**config.mk**
```make
export PLATFORM = sky130hd
export DESIGN_NAME = spi_bridge
export DESIGN_NICKNAME = d
export VERILOG_FILES = /design/src/rtl/spi_pkg.sv /design/src/rtl/spi_sync.sv /design/src/rtl/spi_bridge.sv
export SDC_FILE = /design/constraint.sdc
export NUM_CORES = 1
export LEC_CHECK = 0
export BUFFER_PORTS_ARGS = -buffer_cell sky130_fd_sc_hd__buf_4
export CAP_MARGIN = 40
export CORE_UTILIZATION = 45
export CTS_BUF_LIST = sky130_fd_sc_hd__clkbuf_4 sky130_fd_sc_hd__clkbuf_8
export DETAILED_ROUTE_END_ITERATION = 12
export GPL_TIMING_DRIVEN = 0
export PLACE_DENSITY = 0.66
export SKIP_CTS_REPAIR_TIMING = 1
export SYNTH_ARGS = -nofsm -noshare
export SYNTH_HDL_FRONTEND = slang
export SYNTH_HIERARCHICAL = 1
export SYNTH_SLANG_ARGS = --single-unit
```
**constraint.sdc**
```tcl
create_clock -name clk -period 1.41 [get_ports clk]
set_clock_uncertainty 0.1 [all_clocks]
set_input_delay 0 -clock clk [delete_from_list [all_inputs] [get_ports clk]]
set_output_delay 0 -clock clk [all_outputs]
set_load 0.01 [all_outputs]
```
**src/rtl/spi_pkg.sv**
```systemverilog
// rtl/spi_pkg.sv - shared widths and FSM state type for the SPI bridge
package spi_pkg;
    localparam int BYTE_W      = 8;
    localparam int SYNC_STAGES = 2;

    typedef enum logic {
        IDLE  = 1'b0,
        SHIFT = 1'b1
    } state_t;
endpackage

```
**src/rtl/spi_sync.sv**
```systemverilog
// rtl/spi_sync.sv - 2-flop synchronizer with registered rise/fall flags
module spi_sync
    import spi_pkg::*;
#(
    parameter logic RST_VAL = 1'b0
) (
    input  logic clk,
    input  logic rst_n,
    input  logic din,
    output logic rise,
    output logic fall
);
    logic [SYNC_STAGES-1:0] stg;

    // Flags are registered alongside the last stage, so they coincide with the new synced value
    always_ff @(posedge clk) begin
        if (!rst_n) begin
            stg  <= {SYNC_STAGES{RST_VAL}};
            rise <= 1'b0;
            fall <= 1'b0;
        end else begin
            stg  <= {stg[SYNC_STAGES-2:0], din};
            rise <= stg[SYNC_STAGES-2] & ~stg[SYNC_STAGES-1];
            fall <= ~stg[SYNC_STAGES-2] & stg[SYNC_STAGES-1];
        end
    end
endmodule

```
**src/rtl/spi_bridge.sv**
```systemverilog
// rtl/spi_bridge.sv - SPI mode-0 slave to byte interface; SPI_MISO_HIZ_EN tri-states idle miso
module spi_bridge
    import spi_pkg::*;
(
    input  logic              clk,
    input  logic              rst_n,
    input  logic              sclk,
    input  logic              cs_n,
    input  logic              mosi,
    output logic              miso,
    output logic              byte_sync,
    output logic [BYTE_W-1:0] data_in,
    input  logic [BYTE_W-1:0] data_out
);
    logic sclk_rise, sclk_fall, cs_rise, cs_fall;
    logic [SYNC_STAGES-1:0] mosi_stg;
    logic                   mosi_s;
    state_t                 state, state_next;
    logic [2:0]             bit_cnt;
    logic [BYTE_W-2:0]      rx_shift;
    logic [BYTE_W-1:0]      rx_next;
    logic [BYTE_W-1:0]      tx_shift;
    logic                   reload;

    spi_sync #(.RST_VAL(1'b0)) u_sclk_sync (
        .clk  (clk),
        .rst_n(rst_n),
        .din  (sclk),
        .rise (sclk_rise),
        .fall (sclk_fall)
    );

    spi_sync #(.RST_VAL(1'b1)) u_cs_sync (
        .clk  (clk),
        .rst_n(rst_n),
        .din  (cs_n),
        .rise (cs_rise),
        .fall (cs_fall)
    );

    always_ff @(posedge clk) begin
        if (!rst_n) mosi_stg <= '0;
        else        mosi_stg <= {mosi_stg[SYNC_STAGES-2:0], mosi};
    end
    assign mosi_s  = mosi_stg[SYNC_STAGES-1];
    assign rx_next = {rx_shift, mosi_s};

    always_ff @(posedge clk) begin
        if (!rst_n) state <= IDLE;
        else        state <= state_next;
    end

    always_comb begin
        state_next = state;
        case (state)
            IDLE:    if (cs_fall) state_next = SHIFT;
            SHIFT:   if (cs_rise) state_next = IDLE;
            default: state_next = IDLE;
        endcase
    end

    always_ff @(posedge clk) begin
        if (!rst_n) begin
            bit_cnt   <= '0;
            rx_shift  <= '0;
            tx_shift  <= '0;
            data_in   <= '0;
            byte_sync <= 1'b0;
            reload    <= 1'b0;
        end else begin
            byte_sync <= 1'b0;
            if (state == IDLE) begin
                if (cs_fall) begin
                    bit_cnt  <= '0;
                    tx_shift <= data_out;
                    reload   <= 1'b0;
                end
            end else if (cs_rise) begin
                // A partial byte is simply dropped; the next frame restarts at bit 0
                bit_cnt <= '0;
                reload  <= 1'b0;
            end else begin
                if (sclk_rise) begin
                    rx_shift <= rx_next[BYTE_W-2:0];
                    bit_cnt  <= bit_cnt + 3'd1;
                    if (bit_cnt == 3'(BYTE_W - 1)) begin
                        data_in   <= rx_next;
                        byte_sync <= 1'b1;
                        reload    <= 1'b1;
                    end
                end
                if (sclk_fall) begin
                    if (reload) begin
                        tx_shift <= data_out;
                        reload   <= 1'b0;
                    end else begin
                        tx_shift <= {tx_shift[BYTE_W-2:0], 1'b0};
                    end
                end
            end
        end
    end

`ifdef SPI_MISO_HIZ_EN
    assign miso = (rst_n && state == SHIFT) ? tx_shift[BYTE_W-1] : 1'bz;
`else
    assign miso = (rst_n && state == SHIFT) ? tx_shift[BYTE_W-1] : 1'b0;
`endif
endmodule

```
==> metrics.txt, run 1 <==
initial standard-cell utilization of the core=48.5%; Cell Area, Synth=1510 sq um; outcome=complete, but fails checks; arrival time worst endpoint=1600 ps; Seq pwr share=60.9%; leakage=0.881 nW; highest achievable clock rate=686 MHz; minimum setup slack among reg-to-reg paths=-50 ps; root cell of the clock tree=sky130_fd_sc_hd__clkbuf_4; dominant cell by count in the synthesized netlist=sky130_fd_sc_hd__dfxtp_1; total CTS buffers=5; max-slew violation total from the final report=0; power share of the clock group=30.7%; EDFF count, synth=0; die extent in x=59.8 um; placed wire-length estimate after detailed placement=1900 um; post-route worst setup slack=-47.0 ps; number of nets in the synthesized netlist=170; xor/xnor share of the synthesized area=0%; simple-gate portion of the synthesized area=20.0%; last weighted congestion value of the routability-driven placer=0.722; end of the worst register-to-register path=reload$_SDFFE_PN0P_; net total in the final layout=215; via density per instance=4.96; worst-path cell chain=ha_4 > ha_4 > and4b_2 > buf_6 > o211a_1; critical setup path kind=register to register; Finish-stage setup viols=1; aggregate routed wire length=3060 um; Register Area=786 sq um; number of distinct library cells after synthesis=26; count of buffers from port buffering=22; post-placement cell area=1730 sq um; post-route setup TNS=-47.0 ps; clock tree from TritonCTS=built; complex-gate fraction of the synthesized area=17.0%; Gate power share=8.4%; relative area change from synthesis to final layout=34.0%; reported max-cap violation count=0; most area-hungry cell type in the Yosys netlist=sky130_fd_sc_hd__dfxtp_1; vias in the first global route=1,046; beginning of the worst register-to-register path=bit_cnt[0]$_SDFFE_PN0P_; area fraction of the dominant cell type after synthesis=51.9%; global router's overall resource usage=17.4%; multiplexer fraction of the synthesized cell area=5.32%; power density over cell area=928 nW/um^2; final critical-path share of the clock period=103%; area used by multi-input combinational logic=716 sq um; launching element type of the critical path=register; CP Data Required Time=1550 ps; CP max FO=5; Mapped Cells=155; overflow left after global routing=0; number of filler instances in the final layout=281; proportion of layout cells with a drive suffix above 1=27.4%; unrepaired setup endpoints after global routing=true; slowest stage cell on the critical path=sky130_fd_sc_hd__dfxtp_2; antenna violations before repair=0; switching portion of total power=22.3%; biggest area contributors in the synthesized netlist=sky130_fd_sc_hd__dfxtp_1, sky130_fd_sc_hd__nand2_1, sky130_fd_sc_hd__a21boi_0; wire length of the first global-routing pass=4480 um; area of the die=3580 sq um; NetSw=0.418 mW; most frequent cell on the critical path=sky130_fd_sc_hd__ha_4; Async SR Flop Fraction=0%; number of synthesized register bits=39; Avg Cell Area, Syn=9.71 sq um; number of standard cells in the final layout excluding fillers=245; clock insertion delay at the later pin of the skew report=340 ps; Worst slew margin=71.4%; maximum number of pins on one net before global-route repair=12; final total power=1.87 mW; Worst Setup EP=reload$_SDFFE_PN0P_; Tightest Pin Transition=429 ps; number of detailed-route iterations in the first pass=4; P_int=1.45 mW; number of cell rows=20; Worst Hold Launch=rst_n; dpl cells=221; Detailed Route Iter0 Violations=42; post-synthesis adder-cell area fraction=1.66%; Clk pin slew, worst setup/hold paths=110 ps; type of destination of the critical path=register; min cycle time layout=1460 ps; most frequent cells after synthesis=sky130_fd_sc_hd__dfxtp_1, sky130_fd_sc_hd__nand2_1, sky130_fd_sc_hd__a21boi_0; CTS sink count=39; portion of the post-synthesis area used by sequential elements=51.9%; Routed Antenna Nets=0; delay of the slowest critical-path stage=360 ps; Inserted Diodes=0; vertical extent of the die=59.8 um; H-tree depth=2; type of the tightest min-delay check=input pin to register; Finished Cell Area=2020 sq um; count of boundary I/O pins=23; DR vias=1,214; Most used DFF post-synth=sky130_fd_sc_hd__dfxtp_1; largest family of logic cells by synthesized area=simple AND/OR/NAND/NOR gates; worst IR drop on VDD=0.000619 V; Critical Path Start=bit_cnt[0]$_SDFFE_PN0P_; count of cells along the worst register-to-register path=5; per-cell routed wire length=12.5 um; failing checks=setup timing; core outline area=3100 sq um; Yosys warning count=6; Final Hold Viols=0; maximum number of buffers from clock root to sink=2; DRC violations left=0
-- worst min path at each step --
stage / end / slack, ps / depth (start not counted)
final: bit_cnt[1]$_SDFFE_PN0P_ / 40 / 4
after global routing: rx_shift[2]$_SDFFE_PN0P_ / 60 / 3
after floorplan: u_cs_sync/stg[0]$_SDFF_PN1_ / -30 / 1
after CTS: u_cs_sync/stg[0]$_SDFF_PN1_ / -270 / 2
after detailed placement: u_cs_sync/stg[0]$_SDFF_PN1_ / 90 / 2
after global placement: u_cs_sync/stg[0]$_SDFF_PN1_ / 90 / 2
-- logic make-up (layout without fill, tap and decap cells) --
| group | Yosys count | in the layout |
|---|---|---|
| buf+inv | 11 | 57 |
| mux | 8 | 8 |
| flops | 39 | 39 |
| simple gates | 58 | 58 |
| compound gates | 37 | 37 |
| fa+ha+maj | 2 | 2 |
-- metrics by stage --
step / setup WS (ps) / hold WS (ps) / utilization (%)
after floorplan: 2.25 / -27.0 / -
after global placement: -65.8 / 85.3 / 55.7
after detailed placement: -86.6 / 91.0 / 55.7
after CTS: -121 / -265 / 57.5
after global routing: -70.9 / 59.3 / 65.0
final: -47.0 / 41.8 / 65.0
-- cells in the final DEF (no fill, tap or decap), drive strengths merged, types with 2 or more instances in the layout --
cell type and instances:
a21oi 8, dlygate4sd3 14, a21boi 16, o31ai 7, ha 2, and2 5, nand2 33, dfxtp 39
mux2i 8, and3b 6, clkbuf 13, nand2b 5, buf 29, nand3 3, o21ai 3
-- state kept, by name, summed over array words and instances, names as in the netlist --
register,flops
byte_sync,1
reload,1
u_cs_sync/stg,2
mosi_stg,2
u_cs_sync/fall,1
data_in,8
tx_shift,8
rx_shift,7
u_sclk_sync/fall,1
bit_cnt,3
state,1
u_cs_sync/rise,1
u_sclk_sync/rise,1
u_sclk_sync/stg,2
-- cell type report --
type	count	area share, %
flip-flops and latches	39	39.0
multi-input cells	105	35.5
repair buffers	39	16.4
plain buffers	10	3.54
well taps	44	2.73
clock buffers	7	2.61
clock inverters	1	0.248
-- layer usage --
metal	global-route usage, %	vias to the layer above	part of all wire [%]
li1	-	624	-
met5	0	-	0
met2	26.0	19	48
met3	7.14	6	3.5
met4	7.31	0	1.5
met1	21.9	565	47
-- worst max-delay path: cells and delay by family (launching register included) --
kind | cells | cell delay (ps)
compound gates | 1 | 190
fa+ha+maj | 2 | 310
buf+inv | 1 | 140
flops | 1 | 360
simple gates | 1 | 260
-- power by group through the flow --
stage | Sequential [mW] | Combinational, mW | Clock (mW)
2_1_floorplan | 1.16 | 0.0759 | 0
3_3_place_gp | 1.16 | 0.115 | 0
3_5_place_dp | 1.17 | 0.119 | 0
4_1_cts | 1.14 | 0.119 | 0.591
5_1_grt | 1.15 | 0.170 | 0.641
6_report | 1.14 | 0.157 | 0.574
(Power assumes the default switching activity.)
==> run 2: changes to the inputs <==
--- a/config.mk
+++ b/config.mk
@@ -15,5 +15,4 @@
 export SKIP_CTS_REPAIR_TIMING = 1
 export SYNTH_ARGS = -nofsm -noshare
 export SYNTH_HDL_FRONTEND = slang
-export SYNTH_HIERARCHICAL = 1
 export SYNTH_SLANG_ARGS = --single-unit
==> metrics.txt, run 2 <==
number of cell rows=20 (unchanged); type of destination of the critical path=register; Avg Cell Area, Syn=9.62 sq um (-0.97%); relative area change from synthesis to final layout=35.3%; number of standard cells in the final layout excluding fillers=247 (+0.82%); dominant cell by count in the synthesized netlist=sky130_fd_sc_hd__dfxtp_1; DRC violations left=0 (unchanged); largest registers=data_in (8), tx_shift (8), rx_shift (7); via density per instance=4.94 (-0.32%); count of boundary I/O pins=23 (unchanged); failing checks=setup timing; wire length of the first global-routing pass=4820 um (+7.5%); reported max-cap violation count=0 (unchanged); maximum number of buffers from clock root to sink=2 (unchanged); arrival time worst endpoint=1580 ps (-20 ps); CP Data Required Time=1550 ps (about the same); Finished Cell Area=2030 sq um (+0.62%); Worst slew margin=70.3% (-1.1 points); most area-hungry cell type in the Yosys netlist=sky130_fd_sc_hd__dfxtp_1; leakage=0.888 nW (+0.86%); count of buffers from port buffering=22 (unchanged); clock insertion delay at the later pin of the skew report=330 ps (about the same); highest achievable clock rate=692 MHz (+0.88%); EDFF count, synth=0 (unchanged); most frequent cells after synthesis=sky130_fd_sc_hd__dfxtp_1, sky130_fd_sc_hd__nand2_1, sky130_fd_sc_hd__a21boi_0; per-cell routed wire length=12.0 um (-4.0%); number of detailed-route iterations in the first pass=4 (unchanged); last weighted congestion value of the routability-driven placer=0.707 (-2.1%); Tightest Pin Transition=445 ps (+15.8 ps); most common cell after layout, fill and taps aside=sky130_fd_sc_hd__dfxtp_1; post-route worst hold slack=49.4 ps (+7.59 ps); total CTS buffers=5 (unchanged); Inserted Diodes=0 (unchanged); CTS sink count=39 (unchanged); antenna violations before repair=0 (unchanged); die extent in x=59.7 um (-0.16%); Finish-stage setup viols=1 (unchanged); power share of the clock group=37.2% (+6.5 points); max-slew violation total from the final report=0 (unchanged); post-placement cell area=1720 sq um (-0.43%); Worst Hold Launch=rst_n; Most used DFF post-synth=sky130_fd_sc_hd__dfxtp_1; number of nets in the synthesized netlist=171 (+0.59%); Critical Path Start=bit_cnt[0]$_SDFFE_PN0P_; NetSw=0.426 mW (+1.7%); Routed Antenna Nets=0 (unchanged); area of the die=3570 sq um (-0.32%); CP max FO=5 (unchanged); placed wire-length estimate after detailed placement=1930 um (+1.6%); launching element type of the critical path=register; proportion of layout cells with a drive suffix above 1=25.6% (-1.7 points); min cycle time layout=1440 ps (-12.6 ps); post-route setup TNS=-34.4 ps (+12.6 ps); Mapped Cells=156 (+0.65%); clock tree from TritonCTS=built; global router's overall resource usage=18.6% (+1.2 points); post-route worst setup slack=-34.4 ps (+12.6 ps); Clk pin slew, worst setup/hold paths=110 ps (about the same); Yosys warning count=0 (-6); vias in the first global route=1,134 (+8.4%); Seq pwr share=55.3% (-5.6 points); overflow left after global routing=0 (unchanged); switching portion of total power=20.6% (-1.7 points); Async SR Flop Fraction=0% (unchanged); Final Hold Viols=0 (unchanged); maximum number of pins on one net before global-route repair=13 (+1); most frequent cells in the layout=sky130_fd_sc_hd__dfxtp_1, sky130_fd_sc_hd__nand2_1, sky130_fd_sc_hd__buf_4, sky130_fd_sc_hd__dlygate4sd3_1; aggregate routed wire length=2970 um (-3.2%); Detailed Route Iter0 Violations=28 (-33%); dpl cells=222 (+0.45%); worst IR drop on VDD=0.000607 V (-2.0%); net total in the final layout=217 (+0.93%); unrepaired setup endpoints after global routing=true; P_int=1.64 mW (+13%); final critical-path share of the clock period=102% (-0.90 points); H-tree depth=2 (unchanged); area fraction of the dominant cell type after synthesis=52.0% (+0.17 points); root cell of the clock tree=sky130_fd_sc_hd__clkbuf_4; critical setup path kind=register to register; share of the core filled with cells=65.4% (+0.40 points); vertical extent of the die=59.7 um (-0.16%); core outline area=3100 sq um (unchanged); type of the tightest min-delay check=input pin to register; initial standard-cell utilization of the core=48.3% (-0.16 points); biggest area contributors in the synthesized netlist=sky130_fd_sc_hd__dfxtp_1, sky130_fd_sc_hd__nand2_1, sky130_fd_sc_hd__a21boi_0; Cell Area, Synth=1500 sq um (-0.33%); Gate power share=7.5% (-0.9 points); DR vias=1,220 (+0.49%); beginning of the worst register-to-register path=bit_cnt[0]$_SDFFE_PN0P_; outcome=complete, but fails checks; portion of the post-synthesis area used by sequential elements=52.0% (+0.17 points); number of distinct library cells after synthesis=28 (+7.7%); number of synthesized register bits=39 (unchanged); power density over cell area=1020 nW/um^2 (+9.5%)
run 2: cells by family (layout without fill, tap and decap cells):
logic type / Yosys count / after routing / synth area share [%]
multiplexers: 8 / 8 / 5.34
buffers and inverters: 12 / 59 / 4.50
AND/OR/NAND/NOR: 58 / 58 / 19.4
AO/OA/AOI/OAI: 37 / 37 / 17.0
adder cells (fa/ha/maj): 2 / 2 / 1.67
flip-flops: 39 / 39 / 52.0
run 2: routing by layer:
| metal | wire (um) | track usage, % | vias up | part of all wire (%) |
|---|---|---|---|---|
| met4 | 16 | 5.98 | 0 | 0.54 |
| li1 | - | - | 623 | - |
| met1 | 1330 | 20.3 | 573 | 45 |
| met3 | 107 | 6.49 | 2 | 3.6 |
| met2 | 1510 | 33.3 | 22 | 51 |
| met5 | 0 | 0 | - | 0 |
run 2: area by class of cell:
type	instances	area (sq um)
Fill cell	286	1070
Sequential cell	39	787
Multi-Input combinational cell	105	684
Timing Repair Buffer	41	350
Buffer	9	62.6
Tap cell	44	55.1
Clock buffer	6	51.3
Clock inverter	2	35.0
Inverter	1	3.75
run 2: worst max-delay path, cell delays in order, from the launching register on:
cell and delay [ps]:
sky130_fd_sc_hd__dfxtp_2 350, sky130_fd_sc_hd__ha_4 160, sky130_fd_sc_hd__ha_4 150, sky130_fd_sc_hd__and4b_2 230, sky130_fd_sc_hd__buf_6 140, sky130_fd_sc_hd__o211a_1 220
run 2: final timing paths:
path	end	slack, ps	depth (start not counted)
worst max-delay path	reload$_SDFFE_PN0P_	-30	5
worst min-delay path	rx_shift[3]$_SDFFE_PN0P_	50	3
worst max register to register	reload$_SDFFE_PN0P_	-30	5
worst min register to register	u_sclk_sync.rise$_SDFF_PN0_	310	1
run 2: stage by stage:
step | power [mW] | setup WS, ps
final | 2.06 | -34.4
after global routing | 2.16 | -83.3
after CTS | 2.06 | -107
after detailed placement | 1.29 | -91.3
after global placement | 1.28 | -44.1
after floorplan | 1.24 | 25.6
run 2: power groups by stage:
| stage | clock [mW] | sequential (mW) | combinational (mW) |
|---|---|---|---|
| floorplan | 0 | 1.16 | 0.0768 |
| global placement | 0 | 1.16 | 0.117 |
| detailed placement | 0 | 1.16 | 0.121 |
| CTS | 0.795 | 1.14 | 0.121 |
| global route | 0.845 | 1.14 | 0.171 |
| finish | 0.768 | 1.14 | 0.155 |
